===== config.mk =====
export PLATFORM = sky130hd
export DESIGN_NAME = alu_sched
export DESIGN_NICKNAME = d
export VERILOG_FILES = /design/src/rtl/alu_pkg.sv /design/src/rtl/alu_rr_arb.sv /design/src/rtl/alu_sched.sv
export SDC_FILE = /design/constraint.sdc
export NUM_CORES = 1
export LEC_CHECK = 0
export ABC_AREA = 1
export BUFFER_PORTS_ARGS = -buffer_cell sky130_fd_sc_hd__buf_2
export CORE_MARGIN = 1.5
export CORE_UTILIZATION = 38
export DETAILED_ROUTE_END_ITERATION = 10
export PLACE_DENSITY_LB_ADDON = 0.3
export SLEW_MARGIN = 0
export SYNTH_ARGS = -nofsm -noshare
export SYNTH_HDL_FRONTEND = slang
export SYNTH_SLANG_ARGS = --single-unit

===== constraint.sdc =====
create_clock -name Clock -period 3.71 [get_ports Clock]
set_input_delay 0.5565 -clock Clock [delete_from_list [all_inputs] [get_ports Clock]]
set_output_delay 0.5565 -clock Clock [all_outputs]
set_load 0.02 [all_outputs]

===== src/rtl/alu_pkg.sv =====
// Shared ALU constants, select codes and scheduler state encoding.
// No logic of its own; the carry rule lives here so every user applies it identically.
// No flow control.
package alu_pkg;

    localparam int SEL_W  = 4;
    localparam int DATA_W = 16;

    localparam logic [SEL_W-1:0] SEL_ADD    = 4'b0100;
    localparam logic [SEL_W-1:0] SEL_ADC    = 4'b0101;
    localparam logic [SEL_W-1:0] SEL_CLR_CY = 4'b1011;
    localparam logic [SEL_W-1:0] SEL_SET_CY = 4'b1100;

    typedef enum logic [1:0] {
        ST_IDLE,
        ST_ISSUE,
        ST_WAIT,
        ST_DONE
    } state_t;

    function automatic logic cy_next(input logic [SEL_W-1:0] sel,
                                     input logic alu_cy,
                                     input logic cur_cy);
        logic nxt;
        nxt = cur_cy;
        case (sel)
            SEL_ADD, SEL_ADC: nxt = alu_cy;
            SEL_CLR_CY:       nxt = 1'b0;
            SEL_SET_CY:       nxt = 1'b1;
            default:          nxt = cur_cy;
        endcase
        return nxt;
    endfunction

endpackage


===== src/rtl/alu_rr_arb.sv =====
// Two-requester round-robin arbiter (EX vs PC) with a one-bit preference pointer.
// Latency: grant is combinational from the requests; the pointer updates on completion.
// Backpressure: none; the caller only consults the grant while it is idle.
module alu_rr_arb (
    input  logic Clock,
    input  logic Reset_n,
    input  logic req_ex,
    input  logic req_pc,
    input  logic upd,
    input  logic served_pc,
    output logic gnt_ex,
    output logic gnt_pc
);

    logic prefer_ex;

    // Preference goes to whoever was not served last; EX wins out of reset.
    always_ff @(posedge Clock or negedge Reset_n) begin
        if (!Reset_n) begin
            prefer_ex <= 1'b1;
        end else if (upd) begin
            prefer_ex <= served_pc;
        end
    end

    assign gnt_ex = req_ex & (~req_pc | prefer_ex);
    assign gnt_pc = req_pc & ~gnt_ex;

endmodule


===== src/rtl/alu_sched.sv =====
// Shares one registered ALU between EX and PC requesters; owns the carry flag.
// Latency: Gnt to Done is 2+ALU_LAT cycles, one grant per 3+ALU_LAT cycles.
// Backpressure: requests are held until Done; ALU_SCHED_PERF_CNT_EN adds Ex_Cnt/Pc_Cnt.
module alu_sched #(
    parameter int DATA_W  = 16,
    parameter int PC_W    = 11,
    parameter int SEL_W   = 4,
    parameter int ALU_LAT = 1
) (
    input  logic              Clock,
    input  logic              Reset_n,
    input  logic              Ex_Req,
    input  logic [SEL_W-1:0]  Ex_Sel,
    input  logic [DATA_W-1:0] Ex_A,
    input  logic [DATA_W-1:0] Ex_B,
    output logic              Ex_Gnt,
    output logic              Ex_Done,
    output logic [DATA_W-1:0] Ex_Result,
    input  logic              Pc_Req,
    input  logic [PC_W-1:0]   Pc_In,
    output logic              Pc_Gnt,
    output logic              Pc_Done,
    output logic [PC_W-1:0]   Pc_Next,
    output logic [SEL_W-1:0]  Alu_Sel,
    output logic [DATA_W-1:0] Alu_A,
    output logic [DATA_W-1:0] Alu_B,
    output logic              Alu_Cy_In,
    input  logic [DATA_W-1:0] Alu_Out,
    input  logic              Alu_Cy_Out,
    output logic              Cy_Flag,
`ifdef ALU_SCHED_PERF_CNT_EN
    output logic [15:0]       Ex_Cnt,
    output logic [15:0]       Pc_Cnt,
`endif
    output logic              Busy
);

    localparam logic [1:0] LAT_M1 = 2'(ALU_LAT - 1);

    alu_pkg::state_t   state_q;
    logic              owner_pc_q;
    logic [1:0]        cnt_q;
    logic [DATA_W-1:0] res_q;
    logic              res_cy_q;
    logic              gnt_ex;
    logic              gnt_pc;
    logic              arb_upd;

    assign arb_upd   = (state_q == alu_pkg::ST_DONE);
    assign Busy      = (state_q != alu_pkg::ST_IDLE);
    assign Alu_Cy_In = Cy_Flag;

    alu_rr_arb u_arb (
        .Clock     (Clock),
        .Reset_n   (Reset_n),
        .req_ex    (Ex_Req),
        .req_pc    (Pc_Req),
        .upd       (arb_upd),
        .served_pc (owner_pc_q),
        .gnt_ex    (gnt_ex),
        .gnt_pc    (gnt_pc)
    );

    always_ff @(posedge Clock or negedge Reset_n) begin
        if (!Reset_n) begin
            state_q    <= alu_pkg::ST_IDLE;
            owner_pc_q <= 1'b0;
            cnt_q      <= '0;
            res_q      <= '0;
            res_cy_q   <= 1'b0;
            Ex_Gnt     <= 1'b0;
            Ex_Done    <= 1'b0;
            Ex_Result  <= '0;
            Pc_Gnt     <= 1'b0;
            Pc_Done    <= 1'b0;
            Pc_Next    <= '0;
            Alu_Sel    <= '0;
            Alu_A      <= '0;
            Alu_B      <= '0;
            Cy_Flag    <= 1'b0;
`ifdef ALU_SCHED_PERF_CNT_EN
            Ex_Cnt     <= '0;
            Pc_Cnt     <= '0;
`endif
        end else begin
            Ex_Gnt  <= 1'b0;
            Pc_Gnt  <= 1'b0;
            Ex_Done <= 1'b0;
            Pc_Done <= 1'b0;
            case (state_q)
                alu_pkg::ST_IDLE: begin
                    // Operands are latched straight onto the ALU ports at grant.
                    if (gnt_ex) begin
                        Ex_Gnt     <= 1'b1;
                        owner_pc_q <= 1'b0;
                        Alu_Sel    <= Ex_Sel;
                        Alu_A      <= Ex_A;
                        Alu_B      <= Ex_B;
                        state_q    <= alu_pkg::ST_ISSUE;
                    end else if (gnt_pc) begin
                        Pc_Gnt     <= 1'b1;
                        owner_pc_q <= 1'b1;
                        Alu_Sel    <= alu_pkg::SEL_ADD;
                        Alu_A      <= {{(DATA_W-PC_W){1'b0}}, Pc_In};
                        Alu_B      <= {{(DATA_W-1){1'b0}}, 1'b1};
                        state_q    <= alu_pkg::ST_ISSUE;
                    end
                end
                alu_pkg::ST_ISSUE: begin
                    cnt_q   <= LAT_M1;
                    state_q <= alu_pkg::ST_WAIT;
                end
                alu_pkg::ST_WAIT: begin
                    if (cnt_q == 2'd0) begin
                        res_q    <= Alu_Out;
                        res_cy_q <= Alu_Cy_Out;
                        state_q  <= alu_pkg::ST_DONE;
                    end else begin
                        cnt_q <= cnt_q - 2'd1;
                    end
                end
                alu_pkg::ST_DONE: begin
                    if (owner_pc_q) begin
                        Pc_Done <= 1'b1;
                        Pc_Next <= res_q[PC_W-1:0];
`ifdef ALU_SCHED_PERF_CNT_EN
                        Pc_Cnt  <= Pc_Cnt + 16'd1;
`endif
                    end else begin
                        Ex_Done   <= 1'b1;
                        Ex_Result <= res_q;
                        Cy_Flag   <= alu_pkg::cy_next(Alu_Sel, res_cy_q, Cy_Flag);
`ifdef ALU_SCHED_PERF_CNT_EN
                        Ex_Cnt    <= Ex_Cnt + 16'd1;
`endif
                    end
                    state_q <= alu_pkg::ST_IDLE;
                end
                default: state_q <= alu_pkg::ST_IDLE;
            endcase
        end
    end

endmodule


==> impl_metrics.ini, run 1 <==
[global_routing]
grt_max_degree = 84
grt_usage_pct = 17.0
antenna_found_initial = 0
grt_pass1_wl_microns = 14100
overflow = 0
first_global_vias = 3011

[die]
die_area_sq_um = 10700
std_cell_rows = 36
die_w_microns = 103
core-area_sq_um = 9770
io_pins = 138
die_y_microns = 103
start_util_pct = 39.3

[cts]
cts_buffers = 9
post_cts_buffers = 0
h-tree-depth = 3
path_clk_slew_ns = 0.09
clock_sinks = 91
cts_tree = built
clk_root_buffer_cell = clkbuf_8
postCtsHoldBufs = 0
post_cts_resized = 0
clk_latency_ns = 0.35
clk_path_buf_depth = 2

[setup_path]
setup.worst_path.end = cnt_q[0]
timing.critical_path.buf_inv = 1
rrSetupSlack_ns = 1.71
cp-start-kind = register
critPathKind = register to register
rr_worst_depth = 6
slowest_delay_ns = 0.67
crit_cells = 6
crit_path_max_fanout = 24
reg2reg_to = cnt_q[0]
cp-end-kind = register
cp_cell_sequence = inv_1 -> ha_1 -> nand2_1 -> o21ai_0 -> nand2_1 -> o21ai_0
cpMaxStageDelayCell = nand2_1
critPathTopFamily = simple AND/OR/NAND/NOR gates
required_ns = 3.94
arrival_ns = 2.23
timing.rr.start = state_q[0]
worstSetupStartpoint = state_q[0]

[routing]
wirelength_met1_microns = 3900
final_antenna_net_count = 0
post_drt_wl_per_cell_microns = 12.5
dr_wl_met3_microns = 671
routed_wl_microns = 8590
wl_met2_microns = 3940
drc = 0
drt-pass1-iter-count = 6
viasPerCell = 4.60
maxUsedRoutingLayer = met4
vias = 3159
dr.first_iter.drc_count = 74

[yosys]
syn_inst = 418
synth_seq_cells = 91
ys_types = 22
syn_area_sq_um = 3840
avgSynthCellArea_sq_um = 9.18
synth-warning-count = 0
synth-seq-area-share_pct = 59.4
syn-num-nets = 491

[sta]
slew_viol_final = 0
finalCritPeriodShare_pct = 53.8
setup_viol = 0
hold_viol = 0
finClkSkew_ns = 0.00712
slew_headroom_pct = 31.3
max_freq_ghz = 0.501
worst_pin_slew_ns = 1.03
rsz0062_at_grt = no
fin_tns_setup_ns = 0
fin_ws_ns = 1.71
fin_crit_ns = 2.00

[place]
dpl_worst_slack_ns = 1.64
post-dp-hpwl_microns = 5940
place.gp.congestion = 0.780
placed_cells = 670
port_buffers = 137

[power_and_ir_drop]
max-vdd-ir-drop_uv = 403
power_leakage_uw = 0.00273
total_power_uw = 4120
p_per_area_nw_per_um2 = 870

[final_layout]
utilization_pct = 48.5
drive_gt1_share_pct = 32.7
nets = 621
n_antenna_cell = 0
layout.cells.non_filler = 686
area_growth_pct = 23.4

[flow_run]
cap_viol_max_count = 0

[run_status]
status = complete, no violations

[worst_hold_path]
hold_class = primary input to async pin
==> worst register-to-register path: cells and delay by family, from the launching register on <==
kind / cells / cell delay [ns]
AOI/OAI and AO/OA: 2 / 0.36
adders and majority gates: 1 / 0.23
and+or+nand+nor: 2 / 0.80
DFF: 1 / 0.41
buffers and inverters: 1 / 0.08
==> stage by stage <==
| step | hold WS, ns | area [sq um] |
|---|---|---|
| global route | 0.382 | 4740 |
| CTS | 0.377 | 4740 |
| global placement | 0.452 | 4570 |
| detailed placement | 0.457 | 4570 |
| finish | 0.363 | 4740 |
| floorplan | 0.261 | 3840 |
==> final cells by class <==
| class | instances | area [sq um] |
|---|---|---|
| Sequential cell | 91 | 2280 |
| Multi-Input combinational cell | 273 | 1280 |
| Tap cell | 133 | 166 |
| Timing Repair Buffer | 141 | 718 |
| Clock buffer | 10 | 128 |
| Inverter | 32 | 120 |
| Clock inverter | 6 | 41.3 |
| Fill cell | 971 | 5040 |
==> cell usage after synthesis <==
| master | count | area share (%) |
|---|---|---|
| nand2_1 | 154 | 15 |
| dfrtp_1 | 90 | 59 |
| nand3_1 | 50 | 6.5 |
| inv_1 | 29 | 2.8 |
| nor2_1 | 16 | 1.6 |
| o21ai_0 | 15 | 2.0 |
| a21oi_1 | 11 | 1.4 |
| o21ai_2 | 11 | 2.5 |
| buf_2 | 9 | 1.2 |
| buf_6 | 6 | 1.8 |
| mux2_2 | 6 | 1.8 |
| ha_1 | 5 | 1.6 |
| buf_4 | 4 | 0.78 |
| inv_2 | 3 | 0.29 |
| clkbuf_1 | 2 | 0.20 |
| clkbuf_2 | 1 | 0.13 |
| dfstp_2 | 1 | 0.68 |
| nand2_2 | 1 | 0.16 |
| nand3_2 | 1 | 0.26 |
| nor2_4 | 1 | 0.29 |
| o21ai_1 | 1 | 0.13 |
| or2_2 | 1 | 0.16 |
==> per-layer routing <==
layer / track usage, % / vias up
met3: 6.12 / 7
met5: 0 / -
li1: - / 1577
met4: 4.05 / 0
met1: 22.1 / 1464
met2: 27.2 / 111
==> flip-flops by register name, indices dropped and copies added, names as in the netlist, 2 cells and up <==
signal,count
Alu_A,16
Alu_B,16
Ex_Result,16
res_q,16
Pc_Next,11
Alu_Sel,4
cnt_q,2
state_q,2
==> cells by family after synthesis <==
| group | synth area share [%] |
|---|---|
| AOI/OAI and AO/OA | 6.03 |
| adders and majority gates | 1.63 |
| buffers and inverters | 7.17 |
| DFF | 59.4 |
| muxes | 1.76 |
| and+or+nand+nor | 24.0 |
==> placed cells by master (no fill, tap or decap), drive strengths merged <==
cell type,synthesis,layout
nand2,155,155
buf,19,141
dfrtp,90,90
nand3,51,51
inv,32,33
o21ai,27,27
nor2,17,17
a21oi,11,11
clkbuf,3,10
mux2,6,6
ha,5,5
clkinvlp,0,3
clkinv,0,2
or2,1,1
dfstp,1,1
==> where the power goes <==
part / switching (uW) / total, uW / internal [uW]
Clock: 351 / 595 / 244
Combinational: 1210 / 1830 / 620
Sequential: 245 / 1690 / 1450
==> worst min-delay path by stage <==
| stage | slack [ns] | end | startpoint |
|---|---|---|---|
| after floorplan | 0.26 | Alu_A[0] | Reset_n |
| after global placement | 0.45 | Ex_Result[15] | Ex_Result[15] |
| after detailed placement | 0.46 | Ex_Result[12] | Ex_Result[12] |
| after CTS | 0.38 | Alu_A[14] | Ex_A[14] |
| after global routing | 0.38 | Alu_A[15] | Ex_A[15] |
| final | 0.36 | res_q[2] | Reset_n |
(Power assumes the default switching activity.)
==> run 2: changes to the inputs <==
ABC_AREA = 0   (was 1)
clock period = 1.7 ns   (was 3.71 ns; I/O delays follow)
==> run 2 against run 1 <==
Against the previous run:
- first-iteration DRC count is the same
- wire length fell by 13%
- final area is 0.74% lower
- sequential power rose by 120%
- global-route usage decreased by 1.6 points
- critical path depth unchanged
- critical endpoint is now Alu_A[15]
- largest cell class unchanged
==> impl_metrics.ini, run 2 <==
[yosys]
syn_area_sq_um = 3620
syn_inst = 258
avgSynthCellArea_sq_um = 14.0
async_flop_share_pct = 100
ys_types = 34
synth-seq-area-share_pct = 63.0
yosysTopAreaCellShare_pct = 62.2
synth_seq_cells = 91
syn-num-nets = 331
synth_largest_area_cell = dfrtp_1
synthTopCellsByArea = dfrtp_1 (62%), mux2_2 (14%), a22o_1 (5.6%)
synth_edf_count = 0
synth-warning-count = 0
yosys-top-cells-count = dfrtp_1 (90), mux2_2 (45), a22o_1 (23)
synth.most_common_cell = dfrtp_1
synthFlopType = dfrtp_1

[run_status]
status = complete, no violations

[power_and_ir_drop]
power_leakage_uw = 0.00231
p_int_uw = 5700
p_sw_uw = 3430
seqPwrFrac_pct = 40.3
clkPwrFrac_pct = 16.7
max-vdd-ir-drop_uv = 673
pwr-share-comb_pct = 42.9
switching_share_pct = 37.5
p_per_area_nw_per_um2 = 1940

[final_layout]
drive_gt1_share_pct = 53.7
n_antenna_cell = 0
area_growth_pct = 29.9
utilization_pct = 50.9
multi_input_area_sq_um = 1210
ff_latch_area_sq_um = 2280
final_cell_mix = buf_2 (136), dfrtp_1 (90), mux2_2 (45)
final_cell_area_sq_um = 4700
nets = 474
fillCellCount = 847
layout_commonest_cell = buf_2

[sta]
rsz0062_at_grt = no
hold_viol = 0
fin_tns_setup_ns = 0
setup_viol = 0
worst_pin_slew_ns = 0.938
slew_viol_final = 0
finClkSkew_ns = 0.0142
fin_ws_ns = 0.120
fin_crit_ns = 1.58
max_freq_ghz = 0.633
finalCritPeriodShare_pct = 93.0
slew_headroom_pct = 37.5

[cts]
path_clk_slew_ns = 0.09
cts_tree = built
post_cts_resized = 0
clk_root_buffer_cell = clkbuf_8
clock_sinks = 91
h-tree-depth = 3
cts_buffers = 9
clk_latency_ns = 0.35
clk_path_buf_depth = 2

[routing]
final_antenna_net_count = 0
drt-pass1-iter-count = 4
drc = 0
viasPerCell = 4.79
dr.first_iter.drc_count = 74
routed_wl_microns = 7430
post_drt_wl_per_cell_microns = 13.9
vias = 2563

[place]
dpl_worst_slack_ns = 0.119
place.gp.congestion = 0.730
place_area_sq_um = 4480
post-dp-hpwl_microns = 5210
port_buffers = 137

[die]
die_area_sq_um = 10100
die_y_microns = 101
start_util_pct = 39.2
core-area_sq_um = 9240
io_pins = 138
std_cell_rows = 35
die_w_microns = 101

[setup_path]
worstSetupStartpoint = state_q[0]
cp-start-kind = register
cp-end-kind = register
crit_path_max_fanout = 25
timing.rr.start = state_q[0]
critPathKind = register to register
slowest_delay_ns = 0.42
critPathTopFamily = flip-flops
required_ns = 1.99
cp_cell_sequence = inv_1 -> ha_1 -> inv_2 -> or3_4 -> inv_6 -> a22o_1
rrSetupSlack_ns = 0.12
timing.critical_path.buf_inv = 3
cpMaxStageDelayCell = dfrtp_1
arrival_ns = 1.87

[global_routing]
grt_pass1_wl_microns = 12100
grt_max_degree = 92
grt_usage_pct = 15.4
first_global_vias = 2448
antenna_found_initial = 0
overflow = 0

[worst_hold_path]
hold_class = primary input to register
hold_start = Ex_B[7]

[flow_run]
cap_viol_max_count = 0
## run 2: power groups by stage
stage | combinational (uW) | clock, uW | sequential [uW]
after global placement | 3910 | 0 | 3700
final | 3920 | 1530 | 3680
after detailed placement | 4000 | 0 | 3730
after floorplan | 1840 | 0 | 4510
after global routing | 4280 | 1660 | 3810
after CTS | 3990 | 1570 | 3690
## run 2: through the flow
step | power, uW | hold WS (ns) | cells
after global placement | 7610 | 0.337 | 518
after detailed placement | 7720 | 0.344 | 518
after floorplan | 6350 | -0.0406 | 258
after global routing | 9750 | 0.0951 | 535
final | 9130 | 0.112 | 535
after CTS | 9260 | 0.0928 | 535
## run 2: timing repair
| action | 4_1_cts | 5_1_grt |
|---|---|---|
| hold buffers | 1 | 0 |
| buffers inserted | 0 | 0 |
| endpoints found under the setup margin | 0 | 0 |
| hold endpoints to repair | 90 | 0 |
## run 2: per-layer routing
layer | routed length [microns] | part of all wire, % | global-route usage [%] | up-vias
li1 | - | - | - | 1212
met1 | 3490 | 47 | 20.0 | 1254
met2 | 3410 | 46 | 24.3 | 87
met3 | 435 | 5.9 | 4.99 | 10
met4 | 102 | 1.4 | 5.20 | 0
met5 | 0 | 0 | 0 | -
## run 2: final timing paths
kind | end | depth (start not counted)
hold reg to reg | Pc_Next[0] | 1
setup / recovery | Alu_A[15] | 6
hold / removal | Alu_B[7] | 2
min in group asynchronous | Pc_Next[5] | 3
max in group asynchronous | u_arb.prefer_ex | 3
setup reg to reg | Alu_A[15] | 6
## run 2: layout make-up
type / count / area share [%]
flip-flops and latches: 91 / 48.5
multi-input cells: 143 / 25.7
repair buffers: 147 / 17.1
well taps: 129 / 3.43
clock buffers: 11 / 3.22
clock inverters: 5 / 1.28
inverters: 9 / 0.825
## run 2: cell families after synthesis
group | after synthesis | share of synthesized area (%)
muxes | 45 | 14.0
and+or+nand+nor | 33 | 5.19
adders and majority gates | 5 | 1.73
buffers and inverters | 24 | 3.84
DFF | 91 | 63.0
AOI/OAI and AO/OA | 60 | 12.3
==> run 3: changes to the inputs <==
CORE_UTILIZATION = 44   (was 38)
RECOVER_POWER = 25   (was default)
==> run 3 against run 2 <==
Against the previous run:
- first-iteration DRC count fell by 41%
- worst hold slack improved by 0.0040 ns
- final cell count fell by 4.7%
- global-route usage rose by 2.9 points
- non-clock buffer count rose by 2
- clock skew barely moved
- final area fell by 0.24%
- critical path depth fell by 2
- highest routed layer unchanged
- sequential share of layout area rose by 0.12 points
- critical path type unchanged
- setup slack improved by 0.0027 ns
==> impl_metrics.ini, run 3 (synthesized netlist as in run 2, its figures left out) <==
[die]
core-area_sq_um = 7850
start_util_pct = 46.1
io_pins = 138
die_w_microns = 93.7
die_area_sq_um = 8780
die_y_microns = 93.7
std_cell_rows = 32

[final_layout]
area_growth_pct = 29.6
nets = 476
final_cell_mix = buf_2 (136), dfrtp_1 (90), mux2_2 (45)
layout_commonest_cell = buf_2
drive_gt1_share_pct = 53.4
n_antenna_cell = 0
fillCellCount = 674

[routing]
vias = 2592
dr.first_iter.drc_count = 44
final_antenna_net_count = 0
viasPerCell = 5.08
drc = 0
post_drt_wl_per_cell_microns = 14.9
drt-pass1-iter-count = 4
routed_wl_microns = 7620

[cts]
clk_latency_ns = 0.35
post_cts_buffers = 0
clk_path_buf_depth = 2
h-tree-depth = 3
cts_tree = built
clock_sinks = 91
path_clk_slew_ns = 0.09
cts_buffers = 9
clk_root_buffer_cell = clkbuf_8
postCtsHoldBufs = 1
post_cts_resized = 0

[setup_path]
cp-start-kind = register
crit_path_max_fanout = 25
required_ns = 1.98
critPathKind = register to register
arrival_ns = 1.85
cp-end-kind = register

[worst_hold_path]
hold_class = primary input to register

[run_status]
status = complete, no violations

[flow_run]
cap_viol_max_count = 0

[power_and_ir_drop]
power_leakage_uw = 0.00233
max-vdd-ir-drop_uv = 742
total_power_uw = 9270
p_per_area_nw_per_um2 = 1980

[sta]
hold_viol = 0
max_freq_ghz = 0.634
worst_pin_slew_ns = 0.635
fin_crit_ns = 1.58
slew_headroom_pct = 57.7
fin_tns_setup_ns = 0
finalCritPeriodShare_pct = 92.8
worst_hold_slack_ns = 0.116
slew_viol_final = 0
setup_viol = 0
rsz0062_at_grt = no
finClkSkew_ns = 0.0146

[global_routing]
first_global_vias = 2630
grt_usage_pct = 18.3
grt_pass1_wl_microns = 12500
antenna_found_initial = 0
grt_max_degree = 38
overflow = 0

[place]
port_buffers = 137
place.gp.congestion = 0.744
post-dp-hpwl_microns = 5410
==> run 3: layer usage <==
metal / track usage [%] / wire length [microns] / up-vias
li1: - / - / 1230
met1: 23.3 / 3410 / 1254
met2: 29.2 / 3580 / 98
met3: 5.18 / 538 / 10
met4: 7.96 / 91 / 0
met5: 0 / 0 / -
==> run 3: worst paths after layout <==
path / cells after the start / start / endpoint / slack, ns
setup / recovery: 4 / u_arb.prefer_ex / Alu_B[10] / 0.12
hold / removal: 2 / Ex_B[7] / Alu_B[7] / 0.12
setup reg to reg: 4 / u_arb.prefer_ex / Alu_B[10] / 0.12
hold reg to reg: 1 / cnt_q[1] / cnt_q[1] / 0.49
max in group asynchronous: 3 / Reset_n / Ex_Result[13] / 0.26
min in group asynchronous: 2 / Reset_n / Alu_B[14] / 0.47
==> run 3: through the flow <==
stage                     area [sq um]  setup slack (ns)  util (%)  instances
after detailed placement          4470             0.124      57.0        493
final                             4690             0.122      59.8        510
after floorplan                   3620            0.0948         -        258
after global routing              4690            0.0261      59.8        510
after CTS                         4710             0.113      60.0        510
after global placement            4470             0.194      57.0        493
==> run 3: critical path, cell delays in order, from the launching register on <==
cell	delay [ns]
dfstp_2	0.54
and2b_4	0.25
or3_4	0.38
inv_6	0.18
a22o_1	0.16
==> run 3: area by class of cell <==
cell class	instances	area (sq um)	area share [%]
flip-flops and latches	91	2280	48.6
repair buffers	149	813	17.3
inverters	9	38.8	0.827
clock buffers	11	141	3.01
multi-input cells	143	1200	25.7
well taps	102	128	2.72
clock inverters	5	86.3	1.84
==> run 3: power by group <==
| part | internal, uW | switching, uW | total (uW) |
|---|---|---|---|
| registers | 3150 | 538 | 3680 |
| clock network | 877 | 745 | 1620 |
| logic | 1810 | 2150 | 3960 |
| total | 5840 | 3430 | 9270 |
